**src/rtl/param_fifo_gen_pkg.sv**
```systemverilog
// Shared types and helpers for the parametrised show-ahead FIFO.
// Pointer arithmetic is written so that any depth, not only powers of two, wraps correctly.
package param_fifo_gen_pkg;

    typedef struct packed {
        logic full;
        logic afull;
        logic empty;
        logic aempty;
        logic ovf;
        logic unf;
    } fifo_status_t;

    function automatic int count_width(input int depth);
        return $clog2(depth + 1);
    endfunction

    function automatic int ptr_width(input int depth);
        return (depth > 1) ? $clog2(depth) : 1;
    endfunction

    // Compare-and-clear wrap keeps non-power-of-two depths from aliasing.
    function automatic logic [31:0] ptr_inc(input logic [31:0] ptr, input logic [31:0] depth);
        return (ptr == depth - 32'd1) ? 32'd0 : ptr + 32'd1;
    endfunction

endpackage

```
**src/rtl/param_fifo_gen_mem.sv**
```systemverilog
// Register-array storage: one synchronous write port, one asynchronous read port.
// Contents are deliberately not reset; occupancy logic in the top decides what is valid.
module param_fifo_gen_mem
    import param_fifo_gen_pkg::*;
#(
    parameter int WIDTH = 32,
    parameter int DEPTH = 4,
    localparam int AW = ptr_width(DEPTH)
) (
    input  logic             clk,
    input  logic             we,
    input  logic [AW-1:0]    waddr,
    input  logic [WIDTH-1:0] wdata,
    input  logic [AW-1:0]    raddr,
    output logic [WIDTH-1:0] rdata
);

    logic [WIDTH-1:0] mem [DEPTH];

    always_ff @(posedge clk) begin
        if (we) begin
            mem[waddr] <= wdata;
        end
    end

    assign rdata = mem[raddr];

endmodule

```
**src/rtl/param_fifo_generator.sv**
```systemverilog
// Parametrised first-word-fall-through FIFO with occupancy count, programmable
// almost-full/almost-empty flags, sticky overflow/underflow and synchronous flush.
module param_fifo_generator
    import param_fifo_gen_pkg::*;
#(
    parameter int WIDTH     = 32,
    parameter int DEPTH     = 4,
    parameter int AF_THRESH = DEPTH - 1,
    parameter int AE_THRESH = 1,
    localparam int CW       = count_width(DEPTH)
) (
    input  logic             ARES_design_CLK,
    input  logic             ARES_design_RESET,
    input  logic [WIDTH-1:0] ARES_design_WData,
    input  logic             ARES_design_Write,
    output logic             ARES_design_Full,
    output logic             ARES_design_AlmostFull,
    output logic [WIDTH-1:0] ARES_design_RData,
    input  logic             ARES_design_Read,
    output logic             ARES_design_Empty,
    output logic             ARES_design_AlmostEmpty,
    output logic [CW-1:0]    ARES_design_Count,
    input  logic             ARES_design_Flush,
    output logic             ARES_design_Overflow,
    output logic             ARES_design_Underflow
);

    localparam int PW = ptr_width(DEPTH);
    localparam logic [CW-1:0] DEPTH_C = CW'(DEPTH);
    localparam logic [CW-1:0] AF_C    = CW'(AF_THRESH);
    localparam logic [CW-1:0] AE_C    = CW'(AE_THRESH);
    localparam logic [CW-1:0] ONE_C   = CW'(1);

    logic [PW-1:0]    wr_ptr;
    logic [PW-1:0]    rd_ptr;
    logic [PW-1:0]    wr_ptr_nxt;
    logic [PW-1:0]    rd_ptr_nxt;
    logic [CW-1:0]    count;
    logic             ovf;
    logic             unf;
    logic             wr_acc;
    logic             rd_acc;
    logic             mem_we;
    logic [WIDTH-1:0] mem_rdata;

    // Every flag is a pure decode of registered state, so none of them can glitch from inputs.
    assign ARES_design_Full        = (count == DEPTH_C);
    assign ARES_design_Empty       = (count == '0);
    assign ARES_design_AlmostFull  = (count >= AF_C);
    assign ARES_design_AlmostEmpty = (count <= AE_C);
    assign ARES_design_Count       = count;
    assign ARES_design_Overflow    = ovf;
    assign ARES_design_Underflow   = unf;

    assign wr_acc = ARES_design_Write & (~ARES_design_Full | ARES_design_Read);
    assign rd_acc = ARES_design_Read & ~ARES_design_Empty;
    assign mem_we = wr_acc & ~ARES_design_Flush;

    assign wr_ptr_nxt = PW'(ptr_inc(32'(wr_ptr), 32'(DEPTH)));
    assign rd_ptr_nxt = PW'(ptr_inc(32'(rd_ptr), 32'(DEPTH)));

    always_ff @(posedge ARES_design_CLK or negedge ARES_design_RESET) begin
        if (!ARES_design_RESET) begin
            wr_ptr <= '0;
            rd_ptr <= '0;
            count  <= '0;
            ovf    <= 1'b0;
            unf    <= 1'b0;
        end else if (ARES_design_Flush) begin
            wr_ptr <= '0;
            rd_ptr <= '0;
            count  <= '0;
            ovf    <= 1'b0;
            unf    <= 1'b0;
        end else begin
            if (wr_acc) begin
                wr_ptr <= wr_ptr_nxt;
            end
            if (rd_acc) begin
                rd_ptr <= rd_ptr_nxt;
            end
            case ({wr_acc, rd_acc})
                2'b10:   count <= count + ONE_C;
                2'b01:   count <= count - ONE_C;
                default: count <= count;
            endcase
            // Errors are sticky: only reset or flush clears them.
            if (ARES_design_Write && !wr_acc) begin
                ovf <= 1'b1;
            end
            if (ARES_design_Read && !rd_acc) begin
                unf <= 1'b1;
            end
        end
    end

    param_fifo_gen_mem #(
        .WIDTH (WIDTH),
        .DEPTH (DEPTH)
    ) u_mem (
        .clk   (ARES_design_CLK),
        .we    (mem_we),
        .waddr (wr_ptr),
        .wdata (ARES_design_WData),
        .raddr (rd_ptr),
        .rdata (mem_rdata)
    );

    assign ARES_design_RData = ARES_design_Empty ? '0 : mem_rdata;

endmodule
```
**config.mk**
```make
export PLATFORM = sky130hd
export DESIGN_NAME = param_fifo_generator
export DESIGN_NICKNAME = d
export VERILOG_FILES = /design/src/rtl/param_fifo_gen_pkg.sv /design/src/rtl/param_fifo_gen_mem.sv /design/src/rtl/param_fifo_generator.sv
export SDC_FILE = /design/constraint.sdc
export NUM_CORES = 1
export LEC_CHECK = 0
export CORE_ASPECT_RATIO = 0.8
export CORE_MARGIN = 8
export CORE_UTILIZATION = 38
export CTS_CLUSTER_SIZE = 30
export DETAILED_ROUTE_END_ITERATION = 8
export DONT_BUFFER_PORTS = 1
export PLACE_DENSITY_LB_ADDON = 0.08
export RECOVER_POWER = 50
export REMOVE_ABC_BUFFERS = 1
export SYNTH_ARGS = -nofsm -noshare
export SYNTH_HDL_FRONTEND = slang
export SYNTH_SLANG_ARGS = --single-unit
```
**constraint.sdc**
```tcl
create_clock -name ARES_design_CLK -period 2.3 [get_ports ARES_design_CLK]
set_input_delay 0.46 -clock ARES_design_CLK [delete_from_list [all_inputs] [get_ports ARES_design_CLK]]
set_output_delay 0.46 -clock ARES_design_CLK [all_outputs]
set_load 0.02 [all_outputs]
```
==> results of run 1 <==
-- layer usage --
metal	part of all wire, %	track usage (%)	wire (um)	vias to the layer above
met5	0	0	0	-
met4	0.91	4.49	108	0
met3	8.0	6.14	955	8
met1	44	16.2	5230	1380
met2	47	19.4	5620	72
li1	-	-	-	1191
-- cell usage after synthesis, types with 2 or more instances --
| master | number | area share, % |
|---|---|---|
| and2_1 | 37 | 4.1 |
| inv_1 | 8 | 0.54 |
| edfxtp_1 | 128 | 69 |
| buf_6 | 3 | 0.60 |
| o21ai_0 | 7 | 0.63 |
| a21oi_1 | 9 | 0.80 |
| nor2b_1 | 4 | 0.45 |
| nand2b_1 | 2 | 0.22 |
| mux4_2 | 21 | 8.4 |
| buf_2 | 5 | 0.45 |
| dfrtp_1 | 9 | 4.0 |
| mux4_1 | 11 | 5.2 |
| ha_1 | 9 | 2.0 |
| nor2_1 | 9 | 0.60 |
| clkbuf_1 | 5 | 0.34 |
-- state kept, by name, indices dropped and copies added (netlist names) --
name / flops
ARES_design_Count: 3
ARES_design_Overflow: 1
ARES_design_Underflow: 1
rd_ptr: 2
u_mem.mem: 128
wr_ptr: 2
-- worst max-delay path: stages (launching register included) --
cell     delay [ns]
dfrtp_2        0.41
buf_6          0.21
mux4_1         0.57
and2_4         0.20
-- power groups by stage --
stage | Combinational, uW | Sequential (uW) | Clock (uW)
2_1_floorplan | 1290 | 3070 | 0
3_3_place_gp | 1980 | 2950 | 0
3_5_place_dp | 1980 | 2960 | 0
4_1_cts | 2320 | 2910 | 2840
5_1_grt | 2750 | 2920 | 2940
6_report | 2550 | 2910 | 2780
-- cell families after synthesis --
logic type | share of synthesized area [%]
compound gates | 2.55
xor+xnor | 0.156
fa+ha+maj | 2.21
buf+inv | 2.48
flops | 72.7
mux | 13.8
simple gates | 6.12
-- layout make-up --
class,count,area (um2)
repair buffers,28,370
well taps,184,230
inverters,9,37.5
fillers,1241,7570
clock inverters,14,180
clock buffers,18,429
multi-input cells,125,1450
flip-flops and latches,137,4070
-- stage by stage --
stage	setup TNS (ns)	area, um2
2_1_floorplan	-48.94	5490
3_3_place_gp	0	5970
3_5_place_dp	0	5970
4_1_cts	-0.226	6710
5_1_grt	-0.288	6770
6_report	0	6770
-- repair_timing --
item	CTS	global route
hold buffers	1	0
resized for setup	60	25
pin swaps	0	3
cloned	1	3
endpoints found under the setup margin	32	33
hold endpoints to repair	9	0
setup buffers	3	1
-- path summary, 6_finish.rpt --
path / start / endpoint / slack (ns) / depth (start not counted)
min: ARES_design_Flush / rd_ptr[1] / 0.11 / 1
max reg2reg: ARES_design_Count[0] / u_mem.mem[2][24] / 0.34 / 6
max in group asynchronous: ARES_design_RESET / rd_ptr[0] / 1.48 / 1
min reg2reg: wr_ptr[0] / wr_ptr[0] / 0.61 / 2
max: rd_ptr[0] / ARES_design_RData[23] / 0.04 / 3
min in group asynchronous: ARES_design_RESET / ARES_design_Underflow / 0.46 / 1
==> flow_metrics.env, run 1 <==
export IMPL_critPathMaxFanout=10
export IMPL_ys_seq_area_share_pct=72.7
export IMPL_holdWs_ns=0.105
export IMPL_fin_crit_ns=2.26
export IMPL_seq_power_share_pct=35.3
export IMPL_grt_overflow=0
export IMPL_syn_area_um2=5600
export IMPL_final_max_slew_viol_count=0
export IMPL_rsz0062_at_grt="yes"
export IMPL_dp_hpwl_mm=7.33
export IMPL_drt_pass1_iter_count=4
export IMPL_worstPathArrival_ns=1.80
export IMPL_cts_tree="yes"
export IMPL_clk_pin_slew_ns=0.06
export IMPL_cts_buffers=17
export IMPL_fmax_mhz=442
export IMPL_insertedDiodeCount=0
export IMPL_core_area_um2=14300
export IMPL_fin_nets=364
export IMPL_fin_util_pct=47.2
export IMPL_drive_gt1_share_pct=39.0
export IMPL_first_iter_violations=159
export IMPL_die_y_um=125
export IMPL_final_cell_mix="edfxtp_1, and2_4, mux4_2"
export IMPL_fin_crit_sh_pct=98.4
export IMPL_cts_max_level=4
export IMPL_finalWorstSetupSlack_ns=0.0376
export IMPL_track_usage_pct=13.0
export IMPL_grt_pass1_wl_mm=17.8
export IMPL_avgRoutedWirePerCell_um=23.1
export IMPL_hp_class="in2reg"
export IMPL_drc=0
export IMPL_clk_insertion_delay_late_ns=0.41
export IMPL_worst_pin_slew_ns=0.731
export IMPL_drv_cap=0
export IMPL_clockPowerShare_pct=33.7
export IMPL_crit_path_start_kind="flip-flop"
export IMPL_p_leak_uw=0.00228
export IMPL_postSynthAreaPerCell_um2=19.6
export IMPL_skew_ns=0.00594
export IMPL_vias=2651
export IMPL_cp_required_ns=1.84
export IMPL_yosys_most_used_dff="edfxtp_1"
export IMPL_grt_max_degree=21
export IMPL_power_uw=8230
export IMPL_power_switching_uw=2430
export IMPL_initial_core_util_pct=39.0
export IMPL_p_comb_share_pct=31.0
export IMPL_rows=39
export IMPL_vias_per_cell=5.15
export IMPL_synth_edff_count=128
export IMPL_finalSetupViolations=0
export IMPL_power_internal_uw=5800
export IMPL_p_per_area_nw_per_um2=1220
export IMPL_post_place_cells=475
export IMPL_die_width_um=152
export IMPL_cts_root_buf="clkbuf_16"
export IMPL_die_area_um2=18900
export IMPL_async_flop_share_pct=6.57
export IMPL_port_buffer_count=0
export IMPL_area_growth_pct=20.9
export IMPL_wl_mm=11.9
export IMPL_antenna_found_initial=0
export IMPL_cts_buffer_depth=2
export IMPL_netSwitchingFraction_pct=29.5
export IMPL_syn_inst=286
export IMPL_relSlewSlack_pct=50.8
export IMPL_io_pins=78
export IMPL_pre_cts_ws_ns=0.298
export IMPL_hold_violations=0
export IMPL_synth_seq_cells=137
export IMPL_timing_worst_setup_path_type="reg2out"
export IMPL_final_cells=515
export IMPL_synth_cell_type_count=34
export IMPL_ys_warn_count=0
export IMPL_cts_sinks=137
export IMPL_end_kind="primary output"
export IMPL_final_common_cell="edfxtp_1"
export IMPL_grt_pass1_vias=2813
export IMPL_place_congestion=0.725
export IMPL_status="complete, no violations"
export IMPL_postRouteAntennaNets=0
export IMPL_peakVddDrop_mv=0.829
(Power assumes the default switching activity.)
==> inputs of run 2 (changes only) <==
--- a/config.mk
+++ b/config.mk
@@ -16,4 +16,5 @@
 export REMOVE_ABC_BUFFERS = 1
 export SYNTH_ARGS = -nofsm -noshare
 export SYNTH_HDL_FRONTEND = slang
+export SYNTH_HIERARCHICAL = 1
 export SYNTH_SLANG_ARGS = --single-unit
==> flow_metrics.env, run 2 <==
export IMPL_worstPathArrival_ns=1.79
export IMPL_min_from="ARES_design_Flush"
export IMPL_yosysTopAreaCellShare_pct=69.8
export IMPL_rsz0062_at_grt="yes"
export IMPL_hold_path_depth=1
export IMPL_vias=2519
export IMPL_clk_pin_slew_ns=0.06
export IMPL_timing_rr_end="u_mem/mem[2][19]"
export IMPL_largest_reg_flops=128
export IMPL_crit_path_max_incr_delay_ns=0.52
export IMPL_synth_compound_area_share_pct=1.36
export IMPL_die_width_um=151
export IMPL_crit_path_end="ARES_design_RData[29]"
export IMPL_drc=0
export IMPL_drt_pass1_iter_count=4
export IMPL_fin_util_pct=46.3
export IMPL_grt_pass1_vias=2719
export IMPL_final_common_cell="edfxtp_1"
export IMPL_first_iter_violations=181
export IMPL_postRouteAntennaNets=0
export IMPL_clk_insertion_delay_late_ns=0.40
export IMPL_async_flop_share_pct=6.57
export IMPL_postSynthAreaPerCell_um2=20.3
export IMPL_synth_fa_ha_area_share_pct=1.14
export IMPL_holdWs_ns=0.109
export IMPL_finalSetupViolations=0
export IMPL_critPathMaxFanout=6
export IMPL_fin_nets=341
export IMPL_final_max_slew_viol_count=0
export IMPL_insertedDiodeCount=0
export IMPL_place_congestion=0.709
export IMPL_relSlewSlack_pct=66.5
export IMPL_grt_pass1_wl_mm=16.2
export IMPL_cts_buffers=17
export IMPL_cts_sinks=137
export IMPL_hp_class="in2reg"
export IMPL_port_buffer_count=0
export IMPL_p_leak_uw=0.00218
export IMPL_area_growth_pct=19.8
export IMPL_path_buf_inv=2
export IMPL_core_area_um2=14200
export IMPL_fin_crit_ns=2.25
export IMPL_ys_warn_count=6
export IMPL_fmax_mhz=444
export IMPL_peakVddDrop_mv=0.610
export IMPL_path_cells="buf_12 > clkbuf_16 > mux4_2 > and2_4"
export IMPL_worstReg2RegStart="ARES_design_Count[0]"
export IMPL_top_register="u_mem/mem"
export IMPL_cts_tree="yes"
export IMPL_cp_required_ns=1.84
export IMPL_yosysMostFrequentCell="edfxtp_1"
export IMPL_r2r_slack_ns=0.19
export IMPL_cts_buffer_depth=2
export IMPL_final_cell_mix="edfxtp_1, mux4_2, and2_4"
export IMPL_initial_core_util_pct=38.7
export IMPL_antenna_found_initial=0
export IMPL_cts_root_buf="clkbuf_16"
export IMPL_timing_worst_setup_path_type="reg2out"
export IMPL_wl_mm=11.2
export IMPL_rows=39
export IMPL_place_area_um2=5820
export IMPL_grt_overflow=0
export IMPL_synth_mux_area_share_pct=13.5
export IMPL_avgRoutedWirePerCell_um=22.5
export IMPL_io_pins=78
export IMPL_worst_pin_slew_ns=0.503
export IMPL_drive_gt1_share_pct=38.8
export IMPL_synth_seq_cells=137
export IMPL_end_kind="primary output"
export IMPL_synth_area_leaders="edfxtp_1, mux4_2, dfrtp_1"
export IMPL_crit_path_start_kind="flip-flop"
export IMPL_p_per_area_nw_per_um2=1300
export IMPL_synthSimpleGateAreaFrac_pct=6.68
export IMPL_crit_slowest_cell="mux4_2"
export IMPL_synth_cell_type_count=34
export IMPL_syn_inst=271
export IMPL_status="complete, no violations"
export IMPL_synth_top_family_by_area="multiplexers"
export IMPL_cp_depth=4
export IMPL_drv_cap=0
export IMPL_vias_per_cell=5.08
export IMPL_dp_hpwl_mm=6.62
export IMPL_synthTopCellsByCount="edfxtp_1, and2_1, mux4_2"
export IMPL_skew_ns=0.00514
export IMPL_die_y_um=124
export IMPL_reg2reg_depth=7
export IMPL_synth_xor_area_share_pct=0.636
export IMPL_die_area_um2=18600
export IMPL_ys_seq_area_share_pct=73.9
export IMPL_hold_violations=0
export IMPL_fin_area_um2=6600
export IMPL_crit_family="multiplexers"
export IMPL_cts_max_level=4
export IMPL_yosys_most_used_dff="edfxtp_1"
export IMPL_crit_start="rd_ptr[0]"
export IMPL_synth_edff_count=128
export IMPL_fin_crit_sh_pct=97.8
export IMPL_track_usage_pct=12.1
export IMPL_yosysTopAreaCell="edfxtp_1"
export IMPL_grt_max_degree=38
export IMPL_syn_area_um2=5510
[run 2: cell type report]
class                   instances  area [um2]
fillers                      1200        7650
flip-flops and latches        137        4070
multi-input cells             116        1360
clock buffers                  17         425
repair buffers                 23         329
well taps                     184         230
clock inverters                15         164
inverters                       4        15.0
[run 2: worst min-delay path by stage]
stage                                       end  slack, ns
after floorplan            ARES_design_Count[0]       0.16
after global placement     ARES_design_Count[2]       0.16
after detailed placement  ARES_design_Underflow       0.16
after CTS                 ARES_design_Underflow       0.08
after global routing                  rd_ptr[0]       0.08
final                     ARES_design_Underflow       0.11
[run 2: cells by family after synthesis]
family | Yosys count
buf+inv | 18
xor+xnor | 4
simple gates | 63
flops | 137
compound gates | 11
mux | 33
fa+ha+maj | 5
[run 2: power by group]
part	internal (uW)	switching (uW)
clock network	1610	1060
logic	1340	1580
registers	2880	82.5
[run 2: routing by layer]
metal  vias up  GRT usage, %  part of all wire, %
met1      1302          14.1                   43
li1       1136             -                    -
met2        74          18.7                   46
met4         0          4.44                 0.66
met3         7          6.72                   10
met5         -             0                    0
[run 2: what timing repair did]
item	in CTS	in global routing
endpoints found under the setup margin	33	33
setup buffers	0	2
resized for setup	29	35
hold endpoints to repair	9	0
hold buffers	1	0
cloned	0	4
[run 2: per-stage QoR]
step                power (uW)  setup WS (ns)  TNS (ns)  cells
global route              8970        -0.0190   -0.0672    496
floorplan                 4780          -1.85    -92.80    257
detailed placement        5400          0.200         0    457
CTS                       8280        -0.0566    -0.472    490
finish                    8550         0.0497         0    496
global placement          5390          0.237         0    457
==> inputs of run 3 (changes only) <==
==> constraint.sdc (replaced) <==
create_clock -name ARES_design_CLK -period 2.1 [get_ports ARES_design_CLK]
set_input_delay 0.42 -clock ARES_design_CLK [delete_from_list [all_inputs] [get_ports ARES_design_CLK]]
set_output_delay 0.42 -clock ARES_design_CLK [all_outputs]
set_load 0.02 [all_outputs]
==> flow_metrics.env, run 3 (synthesis gave the netlist of run 2 again) <==
export IMPL_die_area_um2=18600
export IMPL_post_place_cells=460
export IMPL_crit_path_start_kind="flip-flop"
export IMPL_power_switching_uw=3100
export IMPL_vias=2547
export IMPL_violations="negative setup slack"
export IMPL_drc=0
export IMPL_r2r_slack_ns=0.05
export IMPL_min_delay_worst_endpoint="rd_ptr[1]"
export IMPL_hp_class="in2reg"
export IMPL_grt_overflow=0
export IMPL_cp_required_ns=1.68
export IMPL_p_comb_share_pct=37.3
export IMPL_end_kind="primary output"
export IMPL_p_leak_uw=0.00226
export IMPL_dp_hpwl_mm=6.97
export IMPL_critPathMaxFanout=6
export IMPL_grt_max_degree=21
export IMPL_insertedDiodeCount=0
export IMPL_finalWorstSetupSlack_ns=-0.168
export IMPL_cts_buffers=17
export IMPL_power_uw=9990
export IMPL_fmax_mhz=441
export IMPL_worst_pin_slew_ns=0.472
export IMPL_drive_gt1_share_pct=42.8
export IMPL_fin_nets=349
export IMPL_power_internal_uw=6890
export IMPL_cts_max_level=4
export IMPL_hold_path_depth=1
export IMPL_drt_pass1_iter_count=4
export IMPL_fin_crit_ns=2.27
export IMPL_netSwitchingFraction_pct=31.1
export IMPL_cts_sinks=137
export IMPL_timing_rr_end="u_mem/mem[0][13]"
export IMPL_cts_root_buf="clkbuf_16"
export IMPL_reg2reg_depth=7
export IMPL_final_max_slew_viol_count=0
export IMPL_final_common_cell="edfxtp_1"
export IMPL_final_cell_mix="edfxtp_1, mux4_2, and2_4"
export IMPL_clk_insertion_delay_late_ns=0.41
export IMPL_first_iter_violations=160
export IMPL_die_y_um=124
export IMPL_place_congestion=0.746
export IMPL_port_buffer_count=0
export IMPL_grt_pass1_wl_mm=17.0
export IMPL_peakVddDrop_mv=0.687
export IMPL_top_register="u_mem/mem"
export IMPL_clockPowerShare_pct=30.0
export IMPL_holdWs_ns=0.0624
export IMPL_seq_power_share_pct=32.6
export IMPL_drv_cap=0
export IMPL_vias_per_cell=5.05
export IMPL_finalSetupViolations=33
export IMPL_postRouteAntennaNets=0
export IMPL_area_growth_pct=23.1
export IMPL_rows=39
export IMPL_relSlewSlack_pct=68.4
export IMPL_rsz0062_at_grt="yes"
export IMPL_io_pins=78
export IMPL_fin_crit_sh_pct=108
export IMPL_nFillCells=1206
export IMPL_avgRoutedWirePerCell_um=22.7
export IMPL_cts_tree="yes"
export IMPL_worstPathArrival_ns=1.85
export IMPL_p_per_area_nw_per_um2=1470
export IMPL_final_cells=504
export IMPL_antenna_found_initial=0
export IMPL_clk_pin_slew_ns=0.06
export IMPL_min_from="ARES_design_Flush"
export IMPL_wl_mm=11.5
export IMPL_die_width_um=151
export IMPL_hold_violations=0
export IMPL_largest_reg_flops=128
export IMPL_track_usage_pct=13.0
export IMPL_worstReg2RegStart="ARES_design_Count[0]"
export IMPL_grt_pass1_vias=2711
export IMPL_cts_buffer_depth=2
export IMPL_skew_ns=0.00538
export IMPL_timing_worst_setup_path_type="reg2out"
export IMPL_status="finished with violations"
export IMPL_initial_core_util_pct=38.7
export IMPL_core_area_um2=14200
[run 3: worst max path at each step]
stage,from,end,cells after the start
final,rd_ptr[0],ARES_design_RData[2],4
after global routing,rd_ptr[0],ARES_design_RData[2],4
after CTS,rd_ptr[0],ARES_design_RData[2],4
after detailed placement,ARES_design_Count[0],u_mem/mem[0][1],7
after global placement,ARES_design_Count[0],u_mem/mem[0][25],7
after floorplan,ARES_design_Count[0],u_mem/mem[0][0],6
[run 3: layout make-up]
type                    instances  area (um2)  area share, %
clock buffers                  18         429           6.33
clock inverters                14         171           2.53
inverters                       4        18.8          0.277
multi-input cells             116        1390           20.5
flip-flops and latches        137        4070           60.1
well taps                     184         230           3.40
repair buffers                 31         469           6.92
[run 3: metal layers]
layer	GRT usage (%)	part of all wire, %	up-vias
li1	-	-	1143
met1	15.3	41	1322
met2	19.9	47	69
met3	6.64	10	13
met4	5.61	1.3	0
met5	0	0	-
[run 3: repair_timing]
item	CTS	global route
endpoints found under the setup margin	34	34
gates cloned	4	0
hold endpoints to repair	9	0
buffers inserted	7	2
resized for setup	71	5
pin swaps	0	2
hold buffers	1	0
[run 3: critical path, stage by stage, from the launching register on]
cell     delay (ns)
dfrtp_2        0.44
buf_12         0.15
buf_12         0.12
mux4_2         0.54
and2_4         0.19
[run 3: power by group through the flow]
stage | clock network (uW) | registers [uW] | logic (uW)
finish | 3000 | 3260 | 3730
global route | 3190 | 3270 | 4000
CTS | 3070 | 3260 | 3860
detailed placement | 0 | 3300 | 2820
global placement | 0 | 3300 | 2800
floorplan | 0 | 3480 | 1750
[run 3: metrics by stage]
| stage | setup TNS (ns) | worst slack [ns] | util (%) | instance area [um2] |
|---|---|---|---|---|
| finish | -2.95 | -0.168 | 47.6 | 6780 |
| global route | -7.02 | -0.235 | 47.6 | 6780 |
| CTS | -4.08 | -0.200 | 47.5 | 6770 |
| detailed placement | 0 | 0.157 | 41.3 | 5880 |
| global placement | 0 | 0.187 | 41.3 | 5880 |
| floorplan | -123.52 | -2.05 | - | 5370 |
